==> src/rtl/riscv_pkg.sv <==
`default_nettype none
// ============================================================================
// Module      : riscv_pkg
// Description : Shared definitions for the multicycle RV64 control path:
//               opcode constants, FSM state encoding, instruction classes,
//               ULA operation codes, Mux2 write-back encodings and the
//               opcode/funct decoder used by the control FSM.
// Revision    : 1.0 - initial release
// ============================================================================
package riscv_pkg;

    // Major opcodes, IR[6:0]
    localparam logic [6:0] OP_R      = 7'b0110011;
    localparam logic [6:0] OP_ADDI   = 7'b0010011;
    localparam logic [6:0] OP_LOAD   = 7'b0000011;
    localparam logic [6:0] OP_STORE  = 7'b0100011;
    localparam logic [6:0] OP_BRANCH = 7'b1100011;
    localparam logic [6:0] OP_JAL    = 7'b1101111;
    localparam logic [6:0] OP_AUIPC  = 7'b0010111;

    // funct7 values accepted for R-type
    localparam logic [6:0] F7_ADD    = 7'b0000000;
    localparam logic [6:0] F7_SUB    = 7'b0100000;

    // ULA operation codes
    localparam logic [3:0] ALU_NOP   = 4'b0000;
    localparam logic [3:0] ALU_ADD   = 4'b0010;
    localparam logic [3:0] ALU_SUB   = 4'b0110;

    // Mux2 (write-back source) encodings
    localparam logic [1:0] WB_MEM    = 2'b00;
    localparam logic [1:0] WB_ALU    = 2'b01;
    localparam logic [1:0] WB_PC4    = 2'b10;
    localparam logic [1:0] WB_PCIMM  = 2'b11;

    typedef enum logic [2:0] {
        ST_IDLE   = 3'd0,
        ST_FETCH  = 3'd1,
        ST_DECODE = 3'd2,
        ST_EXEC   = 3'd3,
        ST_MEM    = 3'd4,
        ST_WB     = 3'd5,
        ST_TRAP   = 3'd6
    } state_t;

    typedef enum logic [2:0] {
        CL_R       = 3'd0,
        CL_ADDI    = 3'd1,
        CL_LOAD    = 3'd2,
        CL_STORE   = 3'd3,
        CL_BRANCH  = 3'd4,
        CL_JAL     = 3'd5,
        CL_AUIPC   = 3'd6,
        CL_ILLEGAL = 3'd7
    } instr_class_t;

    // Classify the instruction held in IR. Anything not explicitly
    // supported (jalr, R-type with other funct7, branch funct3 010/011,
    // unknown opcodes) maps to CL_ILLEGAL.
    function automatic instr_class_t decode_class(
        input logic [6:0] opcode,
        input logic [2:0] funct3,
        input logic [6:0] funct7
    );
        instr_class_t cls;
        cls = CL_ILLEGAL;
        case (opcode)
            OP_R:      cls = ((funct7 == F7_ADD) || (funct7 == F7_SUB)) ? CL_R : CL_ILLEGAL;
            OP_ADDI:   cls = CL_ADDI;
            OP_LOAD:   cls = CL_LOAD;
            OP_STORE:  cls = CL_STORE;
            OP_BRANCH: cls = ((funct3 == 3'b010) || (funct3 == 3'b011)) ? CL_ILLEGAL : CL_BRANCH;
            OP_JAL:    cls = CL_JAL;
            OP_AUIPC:  cls = CL_AUIPC;
            default:   cls = CL_ILLEGAL;
        endcase
        return cls;
    endfunction

endpackage
`default_nettype wire

==> src/rtl/alu_control.sv <==
`default_nettype none
// ============================================================================
// Module      : alu_control
// Description : Combinational ULA operation select from instruction class
//               and funct fields.
//   i_cls      in  instruction class
//   i_funct3   in  IR[14:12] (reserved for future ULA operations)
//   i_funct7   in  IR[31:25]
//   o_alu_ctrl out ULA 'sinal' code
// Revision    : 1.0 - initial release
// ============================================================================
module alu_control
    import riscv_pkg::*;
(
    input  instr_class_t i_cls,
    input  logic [2:0]   i_funct3,
    input  logic [6:0]   i_funct7,
    output logic [3:0]   o_alu_ctrl
);

    // funct3 selects nothing yet; every branch compares by subtraction.
    logic w_unused_funct3;
    assign w_unused_funct3 = ^i_funct3;

    always_comb begin
        o_alu_ctrl = ALU_NOP;
        case (i_cls)
            CL_R:       o_alu_ctrl = (i_funct7 == F7_SUB) ? ALU_SUB : ALU_ADD;
            CL_BRANCH:  o_alu_ctrl = ALU_SUB;
            CL_ADDI,
            CL_LOAD,
            CL_STORE,
            CL_AUIPC,
            CL_JAL:     o_alu_ctrl = ALU_ADD;
            default:    o_alu_ctrl = ALU_NOP;
        endcase
    end

endmodule
`default_nettype wire

==> src/rtl/unidade_controle.sv <==
`default_nettype none
// ============================================================================
// Module      : unidade_controle
// Description : Multicycle control FSM for the RV64 datapath. Drives write
//               enables, mux selects and the ULA code per state, counts
//               retired instructions and traps unsupported opcodes.
//   clock    in   system clock, rising edge
//   reset    in   asynchronous active-high reset
//   run      in   start request, sampled only in IDLE
//   opcode   in   IR[6:0]
//   funct3   in   IR[14:12]
//   funct7   in   IR[31:25]
//   flag     in   ULA branch-taken flag
//   pc_we, ir_we, rf_we, mem_we  out  write enables
//   alu_ctrl out  ULA operation code
//   sel_b, sel_wb, pc_src, sel_a out mux selects (Mux1, Mux2, Mux3, Mux4)
//   illegal  out  sticky unsupported-opcode trap
//   busy     out  high outside IDLE and TRAP
//   retired  out  retired-instruction counter (wraps)
// Revision    : 1.0 - initial release
// ============================================================================
module unidade_controle
    import riscv_pkg::*;
#(
    parameter int CNT_W = 16
) (
    input  logic             clock,
    input  logic             reset,
    input  logic             run,
    input  logic [6:0]       opcode,
    input  logic [2:0]       funct3,
    input  logic [6:0]       funct7,
    input  logic             flag,
    output logic             pc_we,
    output logic             ir_we,
    output logic             rf_we,
    output logic             mem_we,
    output logic [3:0]       alu_ctrl,
    output logic             sel_b,
    output logic [1:0]       sel_wb,
    output logic             pc_src,
    output logic             sel_a,
    output logic             illegal,
    output logic             busy,
    output logic [CNT_W-1:0] retired
);

    state_t       r_state;
    state_t       w_next;
    instr_class_t w_cls;
    logic [3:0]   w_alu_ctrl;
    logic         w_sel_a;
    logic         w_sel_b;
    logic [1:0]   w_sel_wb;
    logic         w_retire;
    logic [CNT_W-1:0] r_retired;

    // IR is stable from DECODE until the next FETCH, so the class can be
    // re-derived combinationally every cycle rather than latched.
    assign w_cls = decode_class(opcode, funct3, funct7);

    alu_control u_alu_control (
        .i_cls      (w_cls),
        .i_funct3   (funct3),
        .i_funct7   (funct7),
        .o_alu_ctrl (w_alu_ctrl)
    );

    // Per-class datapath selects, applied from EXEC through WB.
    // sel_a=0 routes PC into the ULA (auipc, jal target); sel_b=1 picks rs2.
    always_comb begin
        w_sel_a  = 1'b1;
        w_sel_b  = 1'b0;
        w_sel_wb = WB_MEM;
        case (w_cls)
            CL_R:      begin w_sel_b = 1'b1; w_sel_wb = WB_ALU; end
            CL_ADDI:   w_sel_wb = WB_ALU;
            CL_BRANCH: w_sel_b  = 1'b1;
            CL_AUIPC:  begin w_sel_a = 1'b0; w_sel_wb = WB_ALU; end
            CL_JAL:    begin w_sel_a = 1'b0; w_sel_wb = WB_PC4; end
            default:   ;
        endcase
    end

    always_ff @(posedge clock or posedge reset) begin
        if (reset) begin
            r_state <= ST_IDLE;
        end else begin
            r_state <= w_next;
        end
    end

    // An instruction retires when its final state hands control back to FETCH.
    assign w_retire = ((r_state == ST_EXEC) || (r_state == ST_MEM) || (r_state == ST_WB))
                      && (w_next == ST_FETCH);

    always_ff @(posedge clock or posedge reset) begin
        if (reset) begin
            r_retired <= '0;
        end else if (w_retire) begin
            r_retired <= r_retired + CNT_W'(1);
        end
    end

    assign retired = r_retired;

    // Outputs are Moore per (state, class); reset forces r_state to IDLE
    // asynchronously, so every enable drops in the same cycle as reset.
    always_comb begin
        w_next   = r_state;
        pc_we    = 1'b0;
        ir_we    = 1'b0;
        rf_we    = 1'b0;
        mem_we   = 1'b0;
        alu_ctrl = ALU_NOP;
        sel_a    = 1'b0;
        sel_b    = 1'b0;
        sel_wb   = WB_MEM;
        pc_src   = 1'b0;
        illegal  = 1'b0;
        busy     = 1'b1;

        case (r_state)
            ST_IDLE: begin
                busy = 1'b0;
                if (run) begin
                    w_next = ST_FETCH;
                end
            end

            ST_FETCH: begin
                ir_we  = 1'b1;
                w_next = ST_DECODE;
            end

            ST_DECODE: begin
                w_next = (w_cls == CL_ILLEGAL) ? ST_TRAP : ST_EXEC;
            end

            ST_EXEC: begin
                alu_ctrl = w_alu_ctrl;
                sel_a    = w_sel_a;
                sel_b    = w_sel_b;
                sel_wb   = w_sel_wb;
                case (w_cls)
                    CL_LOAD,
                    CL_STORE:  w_next = ST_MEM;
                    CL_BRANCH: begin
                        pc_we  = 1'b1;
                        pc_src = flag;
                        w_next = ST_FETCH;
                    end
                    CL_ILLEGAL: w_next = ST_TRAP;
                    default:    w_next = ST_WB;
                endcase
            end

            ST_MEM: begin
                alu_ctrl = w_alu_ctrl;
                sel_a    = w_sel_a;
                sel_b    = w_sel_b;
                sel_wb   = w_sel_wb;
                if (w_cls == CL_STORE) begin
                    mem_we = 1'b1;
                    pc_we  = 1'b1;
                    w_next = ST_FETCH;
                end else begin
                    w_next = ST_WB;
                end
            end

            ST_WB: begin
                alu_ctrl = w_alu_ctrl;
                sel_a    = w_sel_a;
                sel_b    = w_sel_b;
                sel_wb   = w_sel_wb;
                rf_we    = 1'b1;
                pc_we    = 1'b1;
                pc_src   = (w_cls == CL_JAL);
                w_next   = ST_FETCH;
            end

            ST_TRAP: begin
                illegal = 1'b1;
                busy    = 1'b0;
            end

            default: begin
                busy   = 1'b0;
                w_next = ST_IDLE;
            end
        endcase
    end

endmodule
`default_nettype wire

==> config.mk <==
export PLATFORM = sky130hd
export DESIGN_NAME = unidade_controle
export DESIGN_NICKNAME = d
export VERILOG_FILES = /design/src/rtl/riscv_pkg.sv /design/src/rtl/alu_control.sv /design/src/rtl/unidade_controle.sv
export SDC_FILE = /design/constraint.sdc
export NUM_CORES = 1
export LEC_CHECK = 0
export CORE_MARGIN = 2
export CORE_UTILIZATION = 47
export CTS_CLUSTER_DIAMETER = 80
export DETAILED_ROUTE_END_ITERATION = 12
export GPL_ROUTABILITY_DRIVEN = 0
export MAX_ROUTING_LAYER = met4
export PLACE_DENSITY_LB_ADDON = 0.08
export SETUP_SLACK_MARGIN = 0.3
export SLEW_MARGIN = 5
export SYNTH_ARGS = -nofsm -noshare
export SYNTH_HDL_FRONTEND = slang
export SYNTH_SLANG_ARGS = --single-unit
==> constraint.sdc <==
create_clock -name clock -period 3.87 [get_ports clock]
set_clock_uncertainty 0.15 [all_clocks]
set_input_delay 0.774 -clock clock [delete_from_list [all_inputs] [get_ports clock]]
set_output_delay 0.774 -clock clock [all_outputs]
set_load 0.005 [all_outputs]
==> impl_metrics.toml, run 1 <==
[run_status]
status = "finished, final reports clean"

[yosys]
ys_ff_latch = 19
ys_warn_count = 0
synth_top_area_share_pct = 35.1
syn_avg_cell_area_sq_um = 9.22
syn-cell-area_sq_um = 1360
netlist-cell-type-count = 46
async_reset_ff_share_pct = 100
synth.area.top_cells = "dfrtp_1 (35%), xor2_1 (8.4%), nand2_1 (3.9%), nor2_1 (3.9%), nor3_1 (3.0%)"
synthCells = 147
ys.flop_type = "dfrtp_1"
synth-edff-count = 0
yosysSeqAreaShare_pct = 35.1
yosysTopAreaCell = "dfrtp_1"

[power]
combPwrFrac_pct = 44.8
switching_power_w = 0.000253
leakage_nw = 0.916
clkPwrFrac_pct = 13.2
ir_worst_vdd_uv = 428
pwr-share-seq_pct = 42.0
swShare_pct = 35.8
power.internal_w = 0.000453
p_per_area_nw_per_um2 = 352
power_w = 0.000706

[place]
place_area_sq_um = 1940
dpl.cell_count = 235
io_buffers = 48
dpl.hpwl_microns = 2450

[floorplanning]
die_h_microns = 57.7
fp.dieW_microns = 57.7
start_util_pct = 49.1
io_pins = 52
row_count = 19
core-area_sq_um = 2760
dieArea_sq_um = 3330

[timing]
hold_viol_final = 0
fmax_mhz = 288
worst_pin_slew_ns = 0.695
fin_crit_ns = 3.47
rsz0062_at_grt = "no"
setup_viol = 0
fin_tns_setup_ns = 0
slew_viol_final = 0
min_period_over_period_pct = 89.6
whs_ns = 0.323
relSlewSlack_pct = 53.6

[layout]
final_common_cell = "clkdlybuf4s50_1"
final_nets = 233
syn2layout_area_growth_pct = 47.8
design_area_sq_um = 2000
drive_gt1_share_pct = 18.6
layout_common_cells = "clkdlybuf4s50_1 (33), dfrtp_1 (19), buf_4 (17), nor2_1 (14), nand2_1 (14)"
diodes = 0
instances_no_fill = 241

[global_route]
antenna_found_initial = 0
grt-ovfl-total = 0
grt_pass1_vias = 1309
grt_first_pass_wirelength_microns = 5290
grt_usage_pct = 20.2
grt_max_degree = 20

[setup_path]
critPathCaptureType = "output pin"
critPathKind = "in -> out"
crit_path_max_fanout = 2
crit_path_start_kind = "input port"
arrival_ns = 2.54
required_ns = 2.95

[drt]
via_count = 1301
drtPass1Iterations = 4
drt-total-wl_microns = 3190
post_drt_wl_per_cell_microns = 13.2
drc = 0
drt_iter0_markers = 38
antenna_left = 0
avgViaCountPerCell = 5.40

[flow_run]
cap_violations = 0

[clock_network]
cts_tree = "yes"
cts-root-buf = "clkbuf_4"
cts_max_level = 1
cts_sinks = 19
cts_hold_buf = 0
clk_pin_slew_worst_paths_ns = 0.10
clockBufferDepth = 2
clkLatencyLatePin_ns = 0.28
cts_made_buffers = 3

[min_path]
hp-class = "reg -> reg"
==> critical path: stages <==
cell and delay, ns:
clkdlybuf4s50_1 0.38, nand2b_1 0.16, o21a_1 0.18, a2111o_1 0.36, o21a_1 0.13, nor3b_2 0.16
a21boi_0 0.13, dlygate4sd2_1 0.26
==> worst paths after layout <==
kind / from / to / slack (ns) / depth (start not counted)
min reg2reg: retired[15] / retired[15] / 0.32 / 1
max: funct3[2] / alu_ctrl[2] / 0.40 / 8
max reg2reg: r_state[1] / retired[15] / 1.78 / 6
min: retired[15] / retired[15] / 0.32 / 1
min in group asynchronous: reset / r_state[0] / 0.74 / 2
max in group asynchronous: reset / retired[10] / 2.39 / 2
==> power groups by stage <==
stage / Sequential, W / Clock [W] / Combinational [W]
2_1_floorplan: 0.000265 / 0 / 0.000199
3_3_place_gp: 0.000298 / 0 / 0.000310
3_5_place_dp: 0.000300 / 0 / 0.000316
4_1_cts: 0.000296 / 0.0000996 / 0.000317
5_1_grt: 0.000305 / 0.000105 / 0.000352
6_report: 0.000297 / 0.0000932 / 0.000316
==> logic make-up after synthesis <==
| family | Yosys count | synth area share (%) |
|---|---|---|
| buf+inv | 12 | 5.35 |
| mux | 1 | 0.831 |
| xor+xnor | 16 | 10.3 |
| other cells | 1 | 0.277 |
| compound gates | 21 | 13.3 |
| fa+ha+maj | 1 | 0.923 |
| simple gates | 76 | 33.9 |
| flops | 19 | 35.1 |
==> flip-flops by register name, indices dropped and copies added (netlist names) <==
| signal | cells |
|---|---|
| retired | 16 |
| r_state | 3 |
==> layout make-up <==
class	instances	area (sq um)
Clock buffer	3	22.5
Tap cell	31	38.8
Timing Repair Buffer	66	613
Sequential cell	19	475
Multi-Input combinational cell	117	833
Clock inverter	1	5.00
Inverter	4	15.0
Fill cell	240	754
==> per-stage QoR <==
stage | setup slack [ns] | util [%]
floorplan | 0.899 | -
global placement | -0.00161 | 70.4
detailed placement | -0.00965 | 70.4
CTS | 0.311 | 71.6
global route | 0.311 | 72.6
finish | 0.403 | 72.6
==> repair_timing <==
| item | 4_1_cts | 5_1_grt |
|---|---|---|
| cloned | 0 | 0 |
| pin swaps | 2 | 4 |
| setup buffers | 1 | 1 |
| endpoints found under the setup margin | 6 | 5 |
| resized for setup | 16 | 7 |
==> routing by layer <==
layer  share of wire [%]  up-vias  wire length [microns]  track usage (%)
met2                  52       50                   1650             35.9
li1                    -      642                      -                -
met5                   0        -                      0                -
met4                0.75        0                     24             6.64
met3                 5.6        2                    178             2.23
met1                  42      607                   1330             23.8
==> cell usage after synthesis (2+ instances only) <==
| library cell | number |
|---|---|
| and2_1 | 4 |
| xor2_1 | 13 |
| buf_6 | 2 |
| buf_4 | 3 |
| nor3_2 | 3 |
| nor2_1 | 14 |
| nand3_1 | 5 |
| nor3_1 | 8 |
| xnor2_1 | 3 |
| nand2b_1 | 5 |
| nor2b_1 | 4 |
| nor4_1 | 3 |
| nand2_1 | 14 |
| and3_1 | 3 |
| inv_1 | 4 |
| nor3b_1 | 3 |
| dfrtp_1 | 19 |
| o22ai_1 | 2 |
| a21oi_1 | 4 |
| nand4_1 | 2 |
| o21a_1 | 3 |
| clkbuf_1 | 2 |
Note: power is estimated with default switching activity, not from simulation.
==> run 2: changes to the inputs <==
- CAP_MARGIN: unset -> 20
- CTS_CLUSTER_DIAMETER: 80 -> 150
==> results of run 2 <==
No change in the layout: final DEF, timing and power equal those of run 1.
